`src/rtl/mem_pkg.sv`:
```
// mem_pkg: byte-enable op encodings and lane width shared by the load/store units
package mem_pkg;
  localparam logic [1:0] BEOP_WORD = 2'b00;
  localparam logic [1:0] BEOP_HALF = 2'b01;
  localparam logic [1:0] BEOP_BYTE = 2'b10;
  localparam int BE_W = 4;
endpackage

```
`src/rtl/store_align.sv`:
```
// store_align: lane-replicates store data, builds byte enables and flags misaligned stores
module store_align
  import mem_pkg::*;
(
  input  logic [1:0]      addr_lo,
  input  logic [31:0]     data,
  input  logic [1:0]      beop,
  output logic [31:0]     wdata,
  output logic [BE_W-1:0] be,
  output logic            misaligned
);
  logic w_byte, w_half;
  assign w_byte = beop == BEOP_BYTE;
  assign w_half = beop == BEOP_HALF;
  // the reserved encoding falls through to word behaviour
  assign wdata = w_byte ? {4{data[7:0]}} : w_half ? {2{data[15:0]}} : data;
  assign be = w_byte ? 4'b0001 << addr_lo : w_half ? (addr_lo[1] ? 4'b1100 : 4'b0011) : 4'b1111;
  assign misaligned = w_byte ? 1'b0 : w_half ? addr_lo[0] : addr_lo != 2'b00;
endmodule

```
`src/rtl/store_buffer_unit.sv`:
```
// store_buffer_unit: aligns M-stage stores, queues them in a small FIFO and drains
// them in order to data memory; reports misaligned stores and load/store word hazards.
module store_buffer_unit
  import mem_pkg::*;
#(
  parameter int DEPTH = 2,
  parameter int AW    = 32
) (
  input  logic            clk,
  input  logic            reset_n,
  input  logic            st_valid,
  input  logic [AW-1:0]   st_addr,
  input  logic [31:0]     st_data,
  input  logic [1:0]      BEOp,
  output logic            st_ready,
  input  logic            ld_check,
  input  logic [AW-1:0]   ld_addr,
  output logic            ld_hazard,
  output logic            mem_we,
  output logic [AW-1:0]   mem_addr,
  output logic [31:0]     mem_wdata,
  output logic [BE_W-1:0] mem_be,
  input  logic            mem_ack,
  output logic            align_err,
  output logic [AW-1:0]   err_addr
);
  localparam int PW = $clog2(DEPTH);
  logic [AW-3:0]    r_addr [DEPTH];
  logic [31:0]      r_data [DEPTH];
  logic [BE_W-1:0]  r_be   [DEPTH];
  logic [DEPTH-1:0] r_vld;
  logic [PW-1:0]    r_wr_ptr, r_rd_ptr;
  logic [PW:0]      r_count;
  logic             r_err;
  logic [AW-1:0]    r_err_addr;
  logic [31:0]      w_wdata;
  logic [BE_W-1:0]  w_be;
  logic             w_mis, w_enq, w_deq, w_hit;
  store_align u_align (
    .addr_lo   (st_addr[1:0]),
    .data      (st_data),
    .beop      (BEOp),
    .wdata     (w_wdata),
    .be        (w_be),
    .misaligned(w_mis)
  );
  assign st_ready  = r_count != (PW+1)'(DEPTH);
  assign mem_we    = r_count != '0;
  assign w_enq     = st_valid & st_ready & ~w_mis;
  assign w_deq     = mem_we & mem_ack;
  assign mem_addr  = {r_addr[r_rd_ptr], 2'b00};
  assign mem_wdata = r_data[r_rd_ptr];
  assign mem_be    = r_be[r_rd_ptr];
  assign align_err = r_err;
  assign err_addr  = r_err_addr;
  // every valid entry is compared, including the head being acked this cycle
  always_comb begin
    w_hit = 1'b0;
    for (int i = 0; i < DEPTH; i++)
      w_hit |= r_vld[i] && ((({r_addr[i], 2'b00} ^ ld_addr) & ~AW'(3)) == '0);
    ld_hazard = ld_check & w_hit;
  end
  always_ff @(posedge clk or negedge reset_n) begin
    if (!reset_n) begin
      r_wr_ptr   <= '0;
      r_rd_ptr   <= '0;
      r_count    <= '0;
      r_vld      <= '0;
      r_err      <= 1'b0;
      r_err_addr <= '0;
    end else begin
      r_err <= st_valid & w_mis;
      if (st_valid & w_mis) r_err_addr <= st_addr;
      r_count <= r_count + {{PW{1'b0}}, w_enq} - {{PW{1'b0}}, w_deq};
      if (w_deq) begin
        r_vld[r_rd_ptr] <= 1'b0;
        r_rd_ptr        <= r_rd_ptr + 1'b1;
      end
      if (w_enq) begin
        r_vld[r_wr_ptr] <= 1'b1;
        r_wr_ptr        <= r_wr_ptr + 1'b1;
      end
    end
  end
  always_ff @(posedge clk) begin
    if (w_enq) begin
      r_addr[r_wr_ptr] <= st_addr[AW-1:2];
      r_data[r_wr_ptr] <= w_wdata;
      r_be[r_wr_ptr]   <= w_be;
    end
  end
endmodule

```
`config.mk`:
```
export PLATFORM = sky130hd
export DESIGN_NAME = store_buffer_unit
export DESIGN_NICKNAME = d
export VERILOG_FILES = /design/src/rtl/mem_pkg.sv /design/src/rtl/store_align.sv /design/src/rtl/store_buffer_unit.sv
export SDC_FILE = /design/constraint.sdc
export NUM_CORES = 1
export LEC_CHECK = 0
export ABC_AREA = 1
export CAP_MARGIN = 40
export CORE_MARGIN = 10
export CORE_UTILIZATION = 43
export CTS_CLUSTER_DIAMETER = 30
export CTS_CLUSTER_SIZE = 12
export DETAILED_ROUTE_END_ITERATION = 12
export PLACE_DENSITY = 0.82
export SYNTH_ARGS = -nofsm -noshare
export SYNTH_HDL_FRONTEND = slang
export SYNTH_SLANG_ARGS = --single-unit
export TNS_END_PERCENT = 100
```
`constraint.sdc`:
```
create_clock -name clk -period 3.7 [get_ports clk]
set_input_delay 0.925 -clock clk [delete_from_list [all_inputs] [get_ports clk]]
set_output_delay 0.925 -clock clk [all_outputs]
set_load 0.02 [all_outputs]
```
==> results of run 1 <==
==> final timing paths <==
kind                              from  cells past startpoint      endpoint  slack, ns
max                         ld_addr[5]                     12     ld_hazard       0.35
min                            reset_n                      1  err_addr[14]       0.42
max reg2reg                 r_count[1]                      7    r_count[1]       2.06
min reg2reg                err_addr[7]                      2   err_addr[7]       0.48
max in group asynchronous      reset_n                      2      r_rd_ptr       2.78
min in group clk           err_addr[7]                      2   err_addr[7]       0.48
==> cell usage after synthesis, types with 4 or more instances <==
library cell and number:
o21ai_0 51, xnor2_1 6, edfxtp_1 132, clkbuf_1 16, nand2_1 426, dfrtp_1 39
nand3_1 10, buf_2 7, inv_2 4, o21ai_1 29, nor2_1 46, inv_1 87
==> layout by cell type (no fill, tap or decap), types with 2 or more instances in the layout <==
master           netlist  routed
ha_1                   2       2
buf_12                 0       6
inv_4                  0       2
clkbuf_1              16       2
edfxtp_1             132     132
nand2_1              426     426
nor2_4                 3       5
clkbuf_8               0       3
clkbuf_16              0      18
xnor2_1                6       6
conb_1                 1       2
dfrtp_1               39      38
clkinv_4               0       2
inv_6                  0       3
nor2_1                46      44
o21a_1                 2       2
xor2_1                 3       3
buf_4                  2       5
o21ai_0               51      51
nand3_1               10      10
inv_1                 87      87
o21ai_1               29      29
inv_2                  4       4
clkdlybuf4s50_1        0     200
==> metrics by stage <==
stage	hold slack, ns	cell area [µm²]	setup WS (ns)
floorplan	0.467	7830	-0.101
global placement	0.461	10200	-0.0587
detailed placement	0.469	10200	-0.0781
CTS	0.415	10800	0.197
global route	0.432	10800	0.116
finish	0.420	10800	0.349
==> worst register-to-register path: cells and delay by family (launching register included) <==
family / cells / cell delay (ns)
simple gates: 2 / 0.45
fa+ha+maj: 2 / 0.45
flops: 1 / 0.40
xor+xnor: 1 / 0.13
buf+inv: 2 / 0.10
==> where the power goes <==
part	switching, µW	internal [µW]	total, µW	leakage, µW
combinational	1570	1070	2640	0.00279
clock	739	967	1710	0.000283
sequential	114	2370	2480	0.00168
==> kinds of logic (layout without fill, tap and decap cells) <==
kind of cell,after synthesis,count (layout),share of synthesized area
XOR/XNOR,9,9,0.0101
flip-flops,171,171,0.632
AND/OR/NAND/NOR,487,487,0.239
buffers and inverters,119,337,0.0592
other,1,2,0.000480
adder cells (fa/ha/maj),2,2,0.00320
AO/OA/AOI/OAI,83,83,0.0558
==> final cells by class <==
cell class	count	area [µm²]	share of cell area
Clock buffer	23	499	0.0464
Clock inverter	9	75.1	0.00698
Inverter	92	345	0.0321
Multi-Input combinational cell	583	2430	0.226
Sequential cell	171	4940	0.460
Tap cell	229	287	0.0266
Timing Repair Buffer	213	2170	0.202
==> state kept, by name (all words and copies together) (netlist names) <==
name	flops
r_data	64
r_be	8
err_addr	32
r_vld	2
r_rd_ptr	1
align_err	1
r_wr_ptr	1
r_count	2
r_addr	60
==> routing by layer <==
metal	GRT usage	vias to the layer above	wire length [µm]	share of wire
met1	0.216	3020	9120	0.39
met2	0.319	269	11000	0.47
met3	0.0868	28	2650	0.11
li1	-	3166	-	-
met5	0	-	0	0
met4	0.0558	0	374	0.016
==> timing repair <==
item | CTS | global route
buffers inserted | 0 | 0
endpoints found under the setup margin | 1 | 1
gates cloned | 0 | 0
gates resized for setup | 1 | 2
==> metrics.md, run 1 <==
| Metric | Value |
|---|---|
| Crit end category | `output pin` |
| Vias | `approximately 6.5k` |
| #FFs+latches synth | `approximately 170` |
| Die width | `between 150 and 200 µm` |
| Final hold vios | `0` |
| Die Y | `roughly 150 µm` |
| Post-route ant nets | `0` |
| Largest cells by area after synthesis | `edfxtp_1 (51%), nand2_1 (20%), dfrtp_1 (12%)` |
| CTS buffer count | `17` |
| RSZ-0062 raised after global routing | `no` |
| Layout cell share with drive strength beyond 1 | `0.0513` |
| Slowest cell delay on critical path | `roughly 0.52 ns` |
| Placed cell count | `approximately 1.3k` |
| Actual slew at the worst max-slew pin | `0.867 ns` |
| Later-pin clock latency in the skew report | `about 0.42 ns` |
| Layout Nets | `between 1k and 1.5k` |
| Number of port buffers | `just over 200` |
| Endpoints failing setup | `0` |
| Buf/Inv on CP | `3` |
| Delay-heaviest family, CP | `buffers and inverters` |
| Antenna violations before repair | `0` |
| Largest net degree at the start of global routing | `83` |
| Post-synth cell types | `23` |
| Cell count after synthesis | `slightly below 900` |
| Reg clk slew, reported paths | `0.06 ns` |
| Outcome | `finished clean` |
| Pre-antenna DRT Iters | `5` |
| Slowest stage cell, crit path | `clkdlybuf4s50_1` |
| Fill count | `between 1k and 1.5k` |
| Half-perimeter wire length after placement | `17300 µm` |
| H-tree depth | `4` |
| Starting Density | `0.437` |
| Die area | `roughly 24000 µm²` |
| # IOs | `between 200 and 250` |
| Top FF cell, synth | `edfxtp_1` |
| Setup crit start kind | `primary input` |
| Sequential area share after synthesis | `0.632` |
| Crit-path max FO | `3` |
| Global-route wire length before repair | `35700 µm` |
| HP Class | `primary input to asynchronous set/reset pin` |
| Layout area overhead | `37.5%` |
| DR WL/cell | `approximately 18 µm` |
| FMAX | `298 MHz` |
| Ant. Diodes | `0` |
| Peak supply drop | `0.338 mV` |
| Crit Path Class | `primary input to output pin` |
| WP data required | `about 2.8 ns` |
| CTS root buf | `clkbuf_16` |
| Final period util | `0.906` |
| Detailed Route WL | `~23000 µm` |
| Top-area cell type share of the netlist area | `0.507` |
| Number of vias per cell | `approximately 5` |
| Drt drc | `0` |
| Largest area contributor in the netlist | `edfxtp_1` |
| Minimum clock period | `about 3.4 ns` |
| Slew HR | `0.421` |
| Fin cells | `approximately 1.3k` |
| Clock Skews | `0.00562 ns` |
| 1st-iter DRT viols | `430` |
| Clk sink count | `approximately 170` |
| Hold-fix buffers, CTS | `0` |
| Maxcap violations | `0` |
| Critical path arrival | `2.43 ns` |
| Clk buf depth | `2` |
| Rows | `49` |
| Asr flop ratio synth | `0.228` |
| Final core utilization | `0.601` |
| Synthesized area | `about 7800 µm²` |
| Syn avg cell area | `roughly 9.0 µm²` |
| Number of flops mapped to enable cells by yosys | `roughly 130` |
| Total power | `between 6000 and 7000 µW` |
| Total GRT Usage | `0.191` |
| TritonCTS clock tree | `yes` |
| PwrDens | `635 nW/µm²` |
| Vias in the first global route | `roughly 6.6k` |
| Crit-path cells | `clkdlybuf4s50_1 > inv_1 > nand2_1 > nand2_1 > nor2_1 > nand2_1 > nor2_1 > nand2_1 > nor2_1 > nor2_1 > nor2_1 > clkbuf_2` |
| Most common cell on crit path | `nor2_1` |
| Core area | `17900 µm²` |
| GR Overflow Total | `0` |
| Post-Route Setup TNS | `0 ns` |
| Max Slew Vio Count | `0` |
| LEAKAGE | `about 0.0048 µW` |
| GPL Wtd Cong | `between 0.9 and 1` |
| Synth Warn # | `0` |
Power figures use the tool's default switching activity.
==> run 2: changes to the inputs <==
--- a/config.mk
+++ b/config.mk
@@ -8,11 +8,11 @@
 export ABC_AREA = 1
 export CAP_MARGIN = 40
 export CORE_MARGIN = 10
-export CORE_UTILIZATION = 43
+export CORE_UTILIZATION = 30
 export CTS_CLUSTER_DIAMETER = 30
 export CTS_CLUSTER_SIZE = 12
 export DETAILED_ROUTE_END_ITERATION = 12
-export PLACE_DENSITY = 0.82
+export PLACE_DENSITY = 0.63
 export SYNTH_ARGS = -nofsm -noshare
 export SYNTH_HDL_FRONTEND = slang
 export SYNTH_SLANG_ARGS = --single-unit
==> run 2 against run 1 <==
  * Total power is 0.21% lower
  * Core utilization is 18 points lower
  * Global-route usage is 4.3 points lower
  * Combinational power is 2% higher
  * Largest cell class unchanged
==> metrics.md, run 2 (synthesis results as in run 1) <==
| Metric | Value |
|---|---|
| Number of vias per cell | `4.44 (was 4.91)` |
| Reg clk slew, reported paths | `0.07 ns (was 0.06 ns)` |
| Fin cells | `1430 (was 1320)` |
| Vias | `6349 (was 6483)` |
| Hold-fix buffers, CTS | `0 (unchanged)` |
| Antenna violations before repair | `0 (unchanged)` |
| Critical path arrival | `2.58 ns (was 2.43 ns)` |
| Final period util | `0.946 (was 0.906)` |
| Global-route wire length before repair | `37700 µm (was 35700 µm)` |
| FMAX | `286 MHz (was 298 MHz)` |
| CTS root buf | `clkbuf_16 (unchanged)` |
| Number of port buffers | `202 (unchanged)` |
| Most common cell after layout, fill and taps aside | `nand2_1 (unchanged)` |
| GR Overflow Total | `0 (unchanged)` |
| Later-pin clock latency in the skew report | `0.42 ns (about the same)` |
| Max reg flops | `64 (unchanged)` |
| # IOs | `207 (unchanged)` |
| CTS buffer count | `17 (unchanged)` |
| WP data required | `2.77 ns (about the same)` |
| Reg power frac | `0.364 (about the same)` |
| Ant. Diodes | `0 (unchanged)` |
| Clk sink count | `171 (unchanged)` |
| Die area | `32900 µm² (was 24000 µm²)` |
| Half-perimeter wire length after placement | `18200 µm (was 17300 µm)` |
| Drt drc | `0 (unchanged)` |
| Placed cell count | `1398 (was 1288)` |
| Slew HR | `0.542 (was 0.421)` |
| Post-Route Setup TNS | `0 ns (unchanged)` |
| Starting Density | `0.303 (was 0.437)` |
| Peak supply drop | `0.308 mV (was 0.338 mV)` |
| Register bank with the most flops | `r_data (unchanged)` |
| Rows | `59 (was 49)` |
| Clk buf depth | `2 (unchanged)` |
| Core area | `25800 µm² (was 17900 µm²)` |
| Layout Nets | `1187 (was 1183)` |
| Int Pwr | `4310 µW (was 4400 µW)` |
| DR WL/cell | `17.1 µm (was 17.5 µm)` |
| Endpoints failing setup | `0 (unchanged)` |
| Crit-path max FO | `3 (unchanged)` |
| Setup repair bufs after CTS | `0 (unchanged)` |
| Final hold vios | `0 (unchanged)` |
| Minimum clock period | `3.50 ns (was 3.35 ns)` |
| Clock Skews | `0.0137 ns (was 0.00562 ns)` |
| Actual slew at the worst max-slew pin | `0.686 ns (was 0.867 ns)` |
| Layout cell share with drive strength beyond 1 | `0.0548 (was 0.0513)` |
| Crit end category | `output pin (unchanged)` |
| P_sw | `2500 µW (was 2420 µW)` |
| Layout area overhead | `39.2% (was 37.5%)` |
| PwrDens | `626 nW/µm² (was 635 nW/µm²)` |
| Outcome | `finished clean (unchanged)` |
| Maxcap violations | `0 (unchanged)` |
| Max Slew Vio Count | `0 (unchanged)` |
| Total GRT Usage | `0.148 (was 0.191)` |
| Most frequent cells in the layout | `nand2_1 (426), clkdlybuf4s50_1 (200), edfxtp_1 (132), inv_1 (87), o21ai_0 (51) (unchanged)` |
| TritonCTS clock tree | `yes (unchanged)` |
| H-tree depth | `4 (unchanged)` |
| Pre-antenna DRT Iters | `5 (unchanged)` |
| 1st-iter DRT viols | `522 (was 430)` |
| Crit Path Class | `primary input to output pin (unchanged)` |
| Switching share of power | `0.367 (was 0.355)` |
| Die width | `181 µm (was 155 µm)` |
| GPL Wtd Cong | `0.864 (was 0.952)` |
| RSZ-0062 raised after global routing | `no (unchanged)` |
| Final core utilization | `0.421 (was 0.601)` |
| LEAKAGE | `0.00475 µW (about the same)` |
| Setup ws final | `0.198 ns (was 0.349 ns)` |
| Vias in the first global route | `6517 (was 6598)` |
| Detailed Route WL | `24500 µm (was 23100 µm)` |
| Largest net degree at the start of global routing | `83 (unchanged)` |
| Setup slack at placement | `-0.0989 ns (was -0.0781 ns)` |
| Die Y | `181 µm (was 155 µm)` |
| Setup crit start kind | `primary input (unchanged)` |
| Post-route ant nets | `0 (unchanged)` |
| Logic gate share of total power | `0.393 (was 0.386)` |
| HP Class | `flip-flop to flip-flop (was primary input to asynchronous set/reset pin)` |
| Clock power share | `0.243 (was 0.250)` |
==> run 2: stage by stage <==
| step | area [µm²] | power, µW | hold WS (ns) |
|---|---|---|---|
| after global routing | 10900 | 7220 | 0.505 |
| after CTS | 10900 | 6900 | 0.485 |
| after global placement | 10300 | 5210 | 0.462 |
| after floorplan | 7830 | 3830 | 0.467 |
| after detailed placement | 10300 | 5220 | 0.469 |
| final | 10900 | 6810 | 0.479 |
==> run 2: final timing paths <==
kind                       slack, ns          from  depth (start not counted)      endpoint
min                             0.48  err_addr[26]                          2  err_addr[26]
max in group asynchronous       2.45       reset_n                          2  err_addr[20]
max reg2reg                     2.01    r_count[1]                          4    r_be[1][1]
min in group asynchronous       0.51       reset_n                          1  err_addr[10]
min reg2reg                     0.48  err_addr[26]                          2  err_addr[26]
max                             0.20   ld_addr[12]                         12     ld_hazard
==> run 2: power groups by stage <==
stage,sequential [µW],clock (µW),combinational [µW]
finish,2480,1660,2680
floorplan,2570,0,1260
CTS,2480,1700,2730
global placement,2510,0,2700
detailed placement,2520,0,2710
global route,2500,1790,2930
==> run 2: critical path, stage by stage <==
cell and delay, ns:
clkdlybuf4s50_1 0.50, inv_1 0.06, nand2_1 0.05, nand2_1 0.08
nor2_1 0.18, nand2_1 0.08, nor2_1 0.09, nand2_1 0.06
nor2_1 0.09, nor2_1 0.06, nor2_1 0.09, clkdlybuf4s15_1 0.31
==> run 2: area by class of cell <==
class | instances | area, µm²
Clock buffer | 18 | 429
Clock inverter | 14 | 113
Fill cell | 2559 | 15000
Inverter | 92 | 345
Multi-Input combinational cell | 583 | 2430
Sequential cell | 171 | 4940
Tap cell | 335 | 419
Timing Repair Buffer | 217 | 2200
==> run 2: what timing repair did <==
action / 4_1_cts / 5_1_grt
setup endpoints to repair: 1 / 1
gates cloned: 0 / 0
resized for setup: 1 / 1
hold endpoints to repair: 0 / 0
==> run 2: metal layers <==
layer,GRT usage,up-vias,wire [µm]
li1,-,3179,-
met5,0,-,0
met1,0.178,2960,10700
met4,0.0397,0,342
met3,0.0630,19,2230
met2,0.238,191,11200
